<file path="config.mk">
export PLATFORM = sky130hd
export DESIGN_NAME = reg_bus_mux_flat
export DESIGN_NICKNAME = d
export VERILOG_FILES = /design/src/rtl/reg_bus_mux_if.sv /design/src/rtl/reg_bus_mux.sv /design/src/flat_wrapper.sv
export SDC_FILE = /design/constraint.sdc
export NUM_CORES = 1
export LEC_CHECK = 0
export ABC_AREA = 1
export CAP_MARGIN = 20
export CORE_AREA = 2 2 341 343
export CTS_CLUSTER_DIAMETER = 200
export CTS_CLUSTER_SIZE = 10
export DETAILED_ROUTE_END_ITERATION = 10
export DIE_AREA = 0 0 343 345
export SLEW_MARGIN = 25
export SYNTH_ARGS = -nofsm -noshare
export SYNTH_HDL_FRONTEND = slang
export SYNTH_SLANG_ARGS = --single-unit
</file>
<file path="constraint.sdc">
create_clock -name clock -period 5.1 [get_ports clock]
set_clock_uncertainty 0.05 [all_clocks]
set_input_delay 1.275 -clock clock [delete_from_list [all_inputs] [get_ports clock]]
set_output_delay 1.275 -clock clock [all_outputs]
set_load 0.005 [all_outputs]
</file>
<file path="src/rtl/reg_bus_mux_if.sv">
// Bus-mux interface: source data/enables and control in, selected bus and debug state out.
interface reg_bus_mux_if #(
   parameter int unsigned WIDTH = 32,
   parameter int unsigned N_SRC = 24,
   parameter int unsigned IDXW  = (N_SRC > 1) ? $clog2(N_SRC) : 1
);
   logic [N_SRC*WIDTH-1:0] src_data;
   logic [N_SRC-1:0]       src_out;
   logic                   stall;
   logic                   err_clr;
   logic [WIDTH-1:0]       bus_comb;
   logic [WIDTH-1:0]       bus_out;
   logic                   bus_valid;
   logic [IDXW-1:0]        bus_src;
   logic                   conflict;
   logic [7:0]             conflict_cnt;

   // Side that drives the sources and consumes the bus
   modport master (
      output src_data, src_out, stall, err_clr,
      input  bus_comb, bus_out, bus_valid, bus_src, conflict, conflict_cnt
   );

   // The multiplexer itself
   modport slave (
      input  src_data, src_out, stall, err_clr,
      output bus_comb, bus_out, bus_valid, bus_src, conflict, conflict_cnt
   );
endinterface

</file>
<file path="src/rtl/reg_bus_mux.sv">
// Registered one-hot bus multiplexer with hold, conflict detection and debug counters.
module reg_bus_mux #(
   parameter int unsigned WIDTH  = 32,
   parameter int unsigned N_SRC  = 24,
   parameter int unsigned STRICT = 0,
   parameter int unsigned IDXW   = (N_SRC > 1) ? $clog2(N_SRC) : 1
) (
   input logic         clock,
   input logic         clear,
   reg_bus_mux_if.slave bus
);

   logic [WIDTH-1:0] bus_out_q, bus_out_d;
   logic [IDXW-1:0]  bus_src_q, bus_src_d;
   logic             bus_valid_q, bus_valid_d;
   logic             conflict_q, conflict_d;
   logic [7:0]       conflict_cnt_q, conflict_cnt_d;

   logic             found;
   logic             multi;
   logic [IDXW-1:0]  win_idx;
   logic [WIDTH-1:0] win_data;
   logic             capture;

   // Priority search: lowest asserted enable wins, a second hit flags a conflict
   always_comb begin
      found    = 1'b0;
      multi    = 1'b0;
      win_idx  = '0;
      win_data = '0;
      for (int i = 0; i < int'(N_SRC); i++) begin
         if (bus.src_out[i]) begin
            if (found) begin
               multi = 1'b1;
            end else begin
               found    = 1'b1;
               win_idx  = IDXW'(i);
               win_data = bus.src_data[i*WIDTH +: WIDTH];
            end
         end
      end
      // Strict mode refuses to pick a winner when several sources drive
      capture = found && (!multi || (STRICT == 0));
   end

   // Next-state for bus register and conflict bookkeeping
   always_comb begin
      bus_out_d      = bus_out_q;
      bus_src_d      = bus_src_q;
      bus_valid_d    = bus_valid_q;
      conflict_d     = conflict_q;
      conflict_cnt_d = conflict_cnt_q;

      if (!bus.stall) begin
         bus_valid_d = capture;
         if (capture) begin
            bus_out_d = win_data;
            bus_src_d = win_idx;
         end
      end

      // Conflicts are tracked even while stalled; a clear coincident with a
      // conflict restarts the count at one so the event is not lost
      if (multi) begin
         conflict_d = 1'b1;
         if (bus.err_clr) begin
            conflict_cnt_d = 8'd1;
         end else if (conflict_cnt_q != 8'hFF) begin
            conflict_cnt_d = conflict_cnt_q + 8'd1;
         end
      end else if (bus.err_clr) begin
         conflict_d     = 1'b0;
         conflict_cnt_d = 8'd0;
      end
   end

   // State registers with synchronous clear
   always_ff @(posedge clock) begin
      if (clear) begin
         bus_out_q      <= '0;
         bus_src_q      <= '0;
         bus_valid_q    <= 1'b0;
         conflict_q     <= 1'b0;
         conflict_cnt_q <= 8'd0;
      end else begin
         bus_out_q      <= bus_out_d;
         bus_src_q      <= bus_src_d;
         bus_valid_q    <= bus_valid_d;
         conflict_q     <= conflict_d;
         conflict_cnt_q <= conflict_cnt_d;
      end
   end

   assign bus.bus_comb     = capture ? win_data : bus_out_q;
   assign bus.bus_out      = bus_out_q;
   assign bus.bus_src      = bus_src_q;
   assign bus.bus_valid    = bus_valid_q;
   assign bus.conflict     = conflict_q;
   assign bus.conflict_cnt = conflict_cnt_q;

endmodule

</file>
<file path="src/flat_wrapper.sv">
// flat-port wrapper written by rule: the top's interface ports become plain ports
module reg_bus_mux_flat 
#(
   parameter int unsigned WIDTH  = 32,
   parameter int unsigned N_SRC  = 24,
   parameter int unsigned STRICT = 0,
   parameter int unsigned IDXW   = (N_SRC > 1) ? $clog2(N_SRC) : 1
)
  (clock, clear, bus_src_data, bus_src_out, bus_stall, bus_err_clr, bus_bus_comb, bus_bus_out, bus_bus_valid, bus_bus_src, bus_conflict, bus_conflict_cnt);
  reg_bus_mux_if #(.WIDTH(WIDTH), .N_SRC(N_SRC), .IDXW(IDXW)) bus_i ();
  input logic clock;
  input logic clear;
  input wire logic [$bits(bus_i.src_data)-1:0] bus_src_data;
  input wire logic [$bits(bus_i.src_out)-1:0] bus_src_out;
  input wire logic [$bits(bus_i.stall)-1:0] bus_stall;
  input wire logic [$bits(bus_i.err_clr)-1:0] bus_err_clr;
  output wire logic [$bits(bus_i.bus_comb)-1:0] bus_bus_comb;
  output wire logic [$bits(bus_i.bus_out)-1:0] bus_bus_out;
  output wire logic [$bits(bus_i.bus_valid)-1:0] bus_bus_valid;
  output wire logic [$bits(bus_i.bus_src)-1:0] bus_bus_src;
  output wire logic [$bits(bus_i.conflict)-1:0] bus_conflict;
  output wire logic [$bits(bus_i.conflict_cnt)-1:0] bus_conflict_cnt;
  assign bus_i.src_data = bus_src_data;
  assign bus_i.src_out = bus_src_out;
  assign bus_i.stall = bus_stall;
  assign bus_i.err_clr = bus_err_clr;
  assign bus_bus_comb = bus_i.bus_comb;
  assign bus_bus_out = bus_i.bus_out;
  assign bus_bus_valid = bus_i.bus_valid;
  assign bus_bus_src = bus_i.bus_src;
  assign bus_conflict = bus_i.conflict;
  assign bus_conflict_cnt = bus_i.conflict_cnt;
  reg_bus_mux #(.WIDTH(WIDTH), .N_SRC(N_SRC), .STRICT(STRICT), .IDXW(IDXW)) u_core (.clock(clock), .clear(clear), .bus(bus_i));
endmodule
</file>
# ---- Yosys cells after proc, flatten, opt, wreduce, memory -nomap -nowiden
# Cells that the tools add are included.
dict set report word_totals {
  reg_bits 47
  wordCells 182
  in_bits 796
  output_inout_bits 79
}
dict set report classes {
  n_mux 170
  n_reduce_logical 4
  n_eq_ne 1
  n_addsub 1
  n_bitwise 1
}
# op n
set op_table {}
lappend op_table {{2-to-1 mux 32 bit} 48}
lappend op_table {{2-to-1 mux 5 bit} 45}
lappend op_table {{2-to-1 mux 1 bit} 73}
lappend op_table {{2-to-1 mux 8 bit} 4}
lappend op_table {{adder 8 x 1 -> 8 bit, second input constant} 1}
lappend op_table {{inequality test 8 bit, second input constant} 1}
lappend op_table {{AND reduction 2 bit} 2}
lappend op_table {{nonzero test 2 bit} 2}
lappend op_table {{NOT 1 bit} 1}

# ---- Depth between registers and ports, before layout
# Gate-level depths: netlist of run 1.
dict set report logic_depth {
  word_depth 49
  ltp_mapped 29
  ltp_nobuf 27
}

# ---- Worst setup path before layout of run 1
# Ideal clock, no wire load.
dict set report synth_timing {
  path_kind {input-to-output}
  from {input bus_src_out[1]}
  to {output bus_bus_comb[0]}
  n_path_buf 2
  path_stages 19
  path_slack_ns 0.414
  t_arrival_ns 3.361
  t_required_ns 3.775
  path_cell_list {buf_2 > nor2_4 > nand2_4 > nor2_8 > nand2_2 > nor2_4 > nand2_2 > nor2_4 > nand2_2 > clkinv_2 > nand2_2 > nor2_4 > nand2_2 > nor2_1 > buf_2 > a21oi_1 > nand2_1 > nand2_1 > a22o_1}
}
dict set report synth_between {
  elab_chain_cells 46
  elab_cells_between_ends 69
  cone_classes {mux (69)}
}
# item line_no
set synth_rtl {}
lappend synth_rtl {{from (decl)} flat_wrapper.sv:14} ;# input wire logic [$bits(bus_i.src_out)-1:0] bus_src_out;
lappend synth_rtl {{2-to-1 mux 32 bit or 2-to-1 mux 1 bit (tied branches)} reg_bus_mux.sv:32} ;# if (bus.src_out[i]) begin
lappend synth_rtl {{2-to-1 mux 32 bit} reg_bus_mux.sv:33} ;# if (found) begin
lappend synth_rtl {{2-to-1 mux 32 bit} reg_bus_mux.sv:32}
lappend synth_rtl {{2-to-1 mux 32 bit} reg_bus_mux.sv:33}
lappend synth_rtl {{2-to-1 mux 32 bit} reg_bus_mux.sv:32}
lappend synth_rtl {{2-to-1 mux 32 bit} reg_bus_mux.sv:33}
lappend synth_rtl {{2-to-1 mux 32 bit} reg_bus_mux.sv:32}
lappend synth_rtl {{2-to-1 mux 32 bit} reg_bus_mux.sv:33}
lappend synth_rtl {{(+30 left out)} -}
lappend synth_rtl {{2-to-1 mux 32 bit} reg_bus_mux.sv:32}
lappend synth_rtl {{2-to-1 mux 32 bit} reg_bus_mux.sv:33}
lappend synth_rtl {{2-to-1 mux 32 bit} reg_bus_mux.sv:32}
lappend synth_rtl {{2-to-1 mux 32 bit} reg_bus_mux.sv:33}
lappend synth_rtl {{2-to-1 mux 32 bit} reg_bus_mux.sv:32}
lappend synth_rtl {{2-to-1 mux 32 bit} reg_bus_mux.sv:33}
lappend synth_rtl {{2-to-1 mux 32 bit} reg_bus_mux.sv:32}
lappend synth_rtl {{2-to-1 mux 32 bit (*)} reg_bus_mux.sv:94} ;# assign bus.bus_comb = capture ? win_data : bus_out_q;
lappend synth_rtl {{to (decl)} flat_wrapper.sv:17} ;# output wire logic [$bits(bus_i.bus_comb)-1:0] bus_bus_comb;
# Every way passes the cells marked *; elsewhere a longest branch is shown, timed or not.

# ---- Worst setup path after layout of run 1
dict set report layout_timing {
  from {input bus_src_out[1]}
  to {output bus_bus_comb[13]}
}
# The elaborated chain is that of the path after synthesis.

==> results by group, run 1 <==
Worst setup path
  • Setup CP Type: input port to primary output
  • Element type at the critical path end: primary output
  • Depth of the worst register-to-register path: 8
  • Crit. path cell count: 28
  • Required time of the critical path: 3.77 ns
  • Critical path's most frequent cell: sky130_fd_sc_hd__nand2_4
  • Sort of element at the start of the critical path: input port
  • Critical path arrival: 4.17 ns
  • Peak fanout along the critical path: 5
  • Setup slack of the worst register-to-register path: 3.20 ns
  • Critical Path Max Stage Delay: 0.20 ns
  • Terminus of the critical flop-to-flop path: u_core.bus.conflict_cnt[0]
  • Crit-path slowest cell: sky130_fd_sc_hd__nor2_4
  • Critical register-to-register path startpoint: u_core.bus.conflict_cnt[0]
  • Kind of cell adding the most delay to the critical path: simple AND/OR/NAND/NOR gates
  • Buffers & Inverters on Critical Path: 10

Run
  • Max Cap Viol: 0

Detailed routing
  • Final ANT Viol Nets: 0
  • Detail-routed via count per cell: 4.04
  • Count of routing violations after the opening detailed-route iteration: 1118
  • Wire per inst: 23.4 µm
  • Router iterations before antenna repair: 7
  • DRC violation count after routing: 0
  • Vias: between 20000 and 25000
  • Sum of routed wire length over all layers: roughly 120 mm

GRT
  • Via count of the first global-routing pass: 20600
  • Global-route wire length before repair: 159 mm
  • GRT met1 Usage: 21.4%
  • Number of antenna violations at the first check in global routing: 46
  • GR met2 Demand/Resource: between 30% and 40%
  • Global routing usage on met3: under 10%
  • Maximum number of pins on one net before global-route repair: 48
  • Peak-usage layer in the global routing report: met2
  • Remaining Overflow, GRT: 0
  • Overall track demand over capacity in global routing: 19.2%

Layout
  • Final Non-Filler Cells: 5196
  • Area growth, synth to finish: 141%
  • Share of cells above drive strength 1: 23.8%
  • Nets: 4443
  • Final Util: 24.1%

Floorplan
  • Die area: 118000 µm²
  • Die span in x: 343 µm
  • Standard-cell row count: 125
  • Initial Utilization: 9.99%
  • I/O pin total: 875
  • Area of the core: 115000 µm²
  • Vert. Die Dim: between 300 and 400 µm

CTS
  • Source-to-sink clock delay at the later pin of the worst-skew pair: 0.32 ns
  • CTS clk-pin slew, worst paths: 0.09 ns
  • Cell chosen for the clock root: sky130_fd_sc_hd__clkbuf_16
  • Number of buffers added by the clock tree synthesis step: 5
  • Clock tree from TritonCTS: built
  • Maximum clock path buffer count: 2
  • Htree depth: 2
  • Clock sinks: 47

Logic synthesis
  • #FFs+latches synth: 47
  • Largest area contributor in the netlist: sky130_fd_sc_hd__nand2_1
  • Proportion of netlist area held by the largest area contributor: around 28%
  • EDFF count, synth: 0
  • Net count of the mapped netlist: 3321
  • Mapped cell area: 11500 µm²
  • Commonest cells post-synth: 858 x sky130_fd_sc_hd__nand2_1, 429 x sky130_fd_sc_hd__nor2_1, 348 x sky130_fd_sc_hd__inv_1
  • Cell count after synthesis: 2524
  • Leading cell type by number of instances after synthesis: sky130_fd_sc_hd__nand2_1
  • Ys async rst share: 0%
  • Yosys warnings: 0
  • Average instance area after synthesis: 4.56 µm²
  • Register area share after synthesis: around 8.2%
  • Ys flop type: sky130_fd_sc_hd__dfxtp_1
  • Dominant cells by area after synthesis: sky130_fd_sc_hd__nand2_1 28%, sky130_fd_sc_hd__nor2_1 14%, sky130_fd_sc_hd__inv_1 11%, sky130_fd_sc_hd__a21oi_1 9.1%, sky130_fd_sc_hd__dfxtp_1 8.2%
  • Number of different library cells in the post-synthesis netlist: 39

Power and ir drop
  • Leakage power: 12.4 nW
  • Total power: 2.52 mW
  • Pwr dens: 90.9 nW/µm²
  • Maximum vdd drop: 0.121 mV

Place
  • Number of placed instances with taps included: just over 5000
  • Placed wire-length estimate: 103 mm
  • Weighted congestion at the end of routability-driven global placement: 0.973
  • Post-Place Setup Slack: -2.07 ns
  • Count of buffers from port buffering: 874

STA
  • Aggregate negative setup slack: -9.65 ns
  • RSZ-0062 raised after global routing: yes
  • Final setup fails: 32
  • Shortest clock period the worst path allows after layout: 5.49 ns
  • Part of the cycle the worst path needs: 108%
  • Transition at the pin with the smallest max-transition slack: 0.759 ns
  • Headroom to the max-slew limit: 49.1%
  • Final Hold Fails: 0
  • Maximum frequency from static timing analysis: 182 MHz
  • Slack of the critical path: -0.394 ns
  • Final number of max-transition violations: 0

Run status
  • Violations in the final reports: setup timing
  • Result of the run: complete, but fails checks

Hold path
  • Cell depth of the worst hold path: 2
  • Start point of the worst min-delay path: u_core.bus.bus_src[1]
  • Worst hold endpoint: u_core.bus.bus_src[1]
  • Worst min-delay path category: flip-flop to flip-flop
[placed cells by master, fill, tap and decap left out, drive strengths merged]
master | synthesis | final
o211ai | 9 | 9
nand3b | 1 | 1
or2 | 1 | 1
nor3 | 8 | 8
xor2 | 3 | 3
dlygate4sd2 | 0 | 4
clkbuf | 116 | 12
a21oi | 209 | 209
clkdlybuf4s15 | 0 | 1
a22o | 1 | 1
a21boi | 1 | 1
nand4 | 8 | 8
inv | 354 | 356
clkinv | 4 | 4
o21bai | 14 | 14
a2111oi | 1 | 1
a311oi | 1 | 1
a221oi | 31 | 31
ha | 1 | 1
clkinvlp | 0 | 1
o21ai | 159 | 159
clkdlybuf4s50 | 0 | 827
nand2 | 865 | 865
o2111ai | 3 | 3
dfxtp | 47 | 47
buf | 47 | 439
nand3 | 184 | 184
nor4 | 5 | 5
nor2 | 443 | 443
o22ai | 8 | 8
diode | 0 | 25
[metrics by stage]
step | area, µm² | hold WS (ns)
after detailed placement | 24500 | 0.412
after global placement | 24500 | 0.406
final | 27700 | 0.431
after global routing | 27700 | 0.447
after CTS | 26700 | 0.432
after floorplan | 11500 | 0.408
[report_power, final]
| part | internal (mW) | switching (mW) | leakage (nW) | total [mW] |
|---|---|---|---|---|
| combinational | 0.927 | 0.789 | 12.0 | 1.72 |
| clock | 0.189 | 0.206 | 0.0725 | 0.395 |
| sequential | 0.391 | 0.0170 | 0.388 | 0.408 |
[per-layer routing]
layer / wire length [µm] / part of all wire [%] / vias to the layer above
met4: 4180 / 3.4 / 14
met1: 45900 / 38 / 9787
li1: - / - / 10100
met3: 7640 / 6.3 / 167
met5: 85 / 0.070 / -
met2: 63800 / 52 / 916
[final cells by class]
class                      instances  area [µm²]
tap                             1524        1910
multi-input combinational       1956       10300
antenna                           25        62.6
timing repair buffer            1278       13000
clock buffer                       5         125
clock inverter                     3        27.5
sequential                        47         941
inverter                         358        1360
fill                           13200       87400
[logic make-up (layout without fill, tap and decap cells)]
family / count (synthesis) / after routing / synth area share [%]
AOI/OAI and AO/OA: 437 / 437 / 21.0
xor gates and xnor gates: 3 / 3 / 0.229
adders and majority gates: 1 / 1 / 0.109
buffers and inverters: 521 / 1644 / 17.4
DFF: 47 / 47 / 8.18
other: 0 / 25 / 0
and+or+nand+nor: 1515 / 1515 / 53.1
[flip-flops by register name, indices dropped and copies added (netlist names)]
signal	count
u_core.bus.bus_src	5
u_core.bus.bus_out	32
u_core.bus.conflict	1
u_core.bus.conflict_cnt	8
u_core.bus.bus_valid	1
[worst max-delay path by stage]
| stage | end | start | slack, ns |
|---|---|---|---|
| after floorplan | bus_bus_comb[0] | bus_src_out[1] | 0.41 |
| after global placement | bus_bus_comb[11] | bus_src_out[2] | -2.05 |
| after detailed placement | bus_bus_comb[11] | bus_src_out[2] | -2.07 |
| after CTS | bus_bus_comb[3] | bus_src_out[0] | -0.46 |
| after global routing | bus_bus_comb[2] | bus_src_out[1] | -0.53 |
| final | bus_bus_comb[13] | bus_src_out[1] | -0.39 |
[worst min-delay path, cell delays in order, from the launching register on]
cell and delay, ns:
sky130_fd_sc_hd__dfxtp_1 0.33, sky130_fd_sc_hd__nand2_1 0.06, sky130_fd_sc_hd__a21oi_1 0.05
[what timing repair did]
action,CTS,global route
gates resized for setup,526,282
pin swaps,123,162
hold buffers,0,0
setup buffers,83,34
endpoints found under the setup margin,34,33
gates cloned,5,4
Power figures use the tool's default switching activity.
==> inputs of run 2 (changes only) <==
--- a/config.mk
+++ b/config.mk
@@ -12,6 +12,7 @@
 export CTS_CLUSTER_SIZE = 10
 export DETAILED_ROUTE_END_ITERATION = 10
 export DIE_AREA = 0 0 343 345
+export GPL_TIMING_DRIVEN = 1
 export SLEW_MARGIN = 25
 export SYNTH_ARGS = -nofsm -noshare
 export SYNTH_HDL_FRONTEND = slang
==> results of run 2 <==
The final DEF is identical to that of run 1; final timing and power are the same.
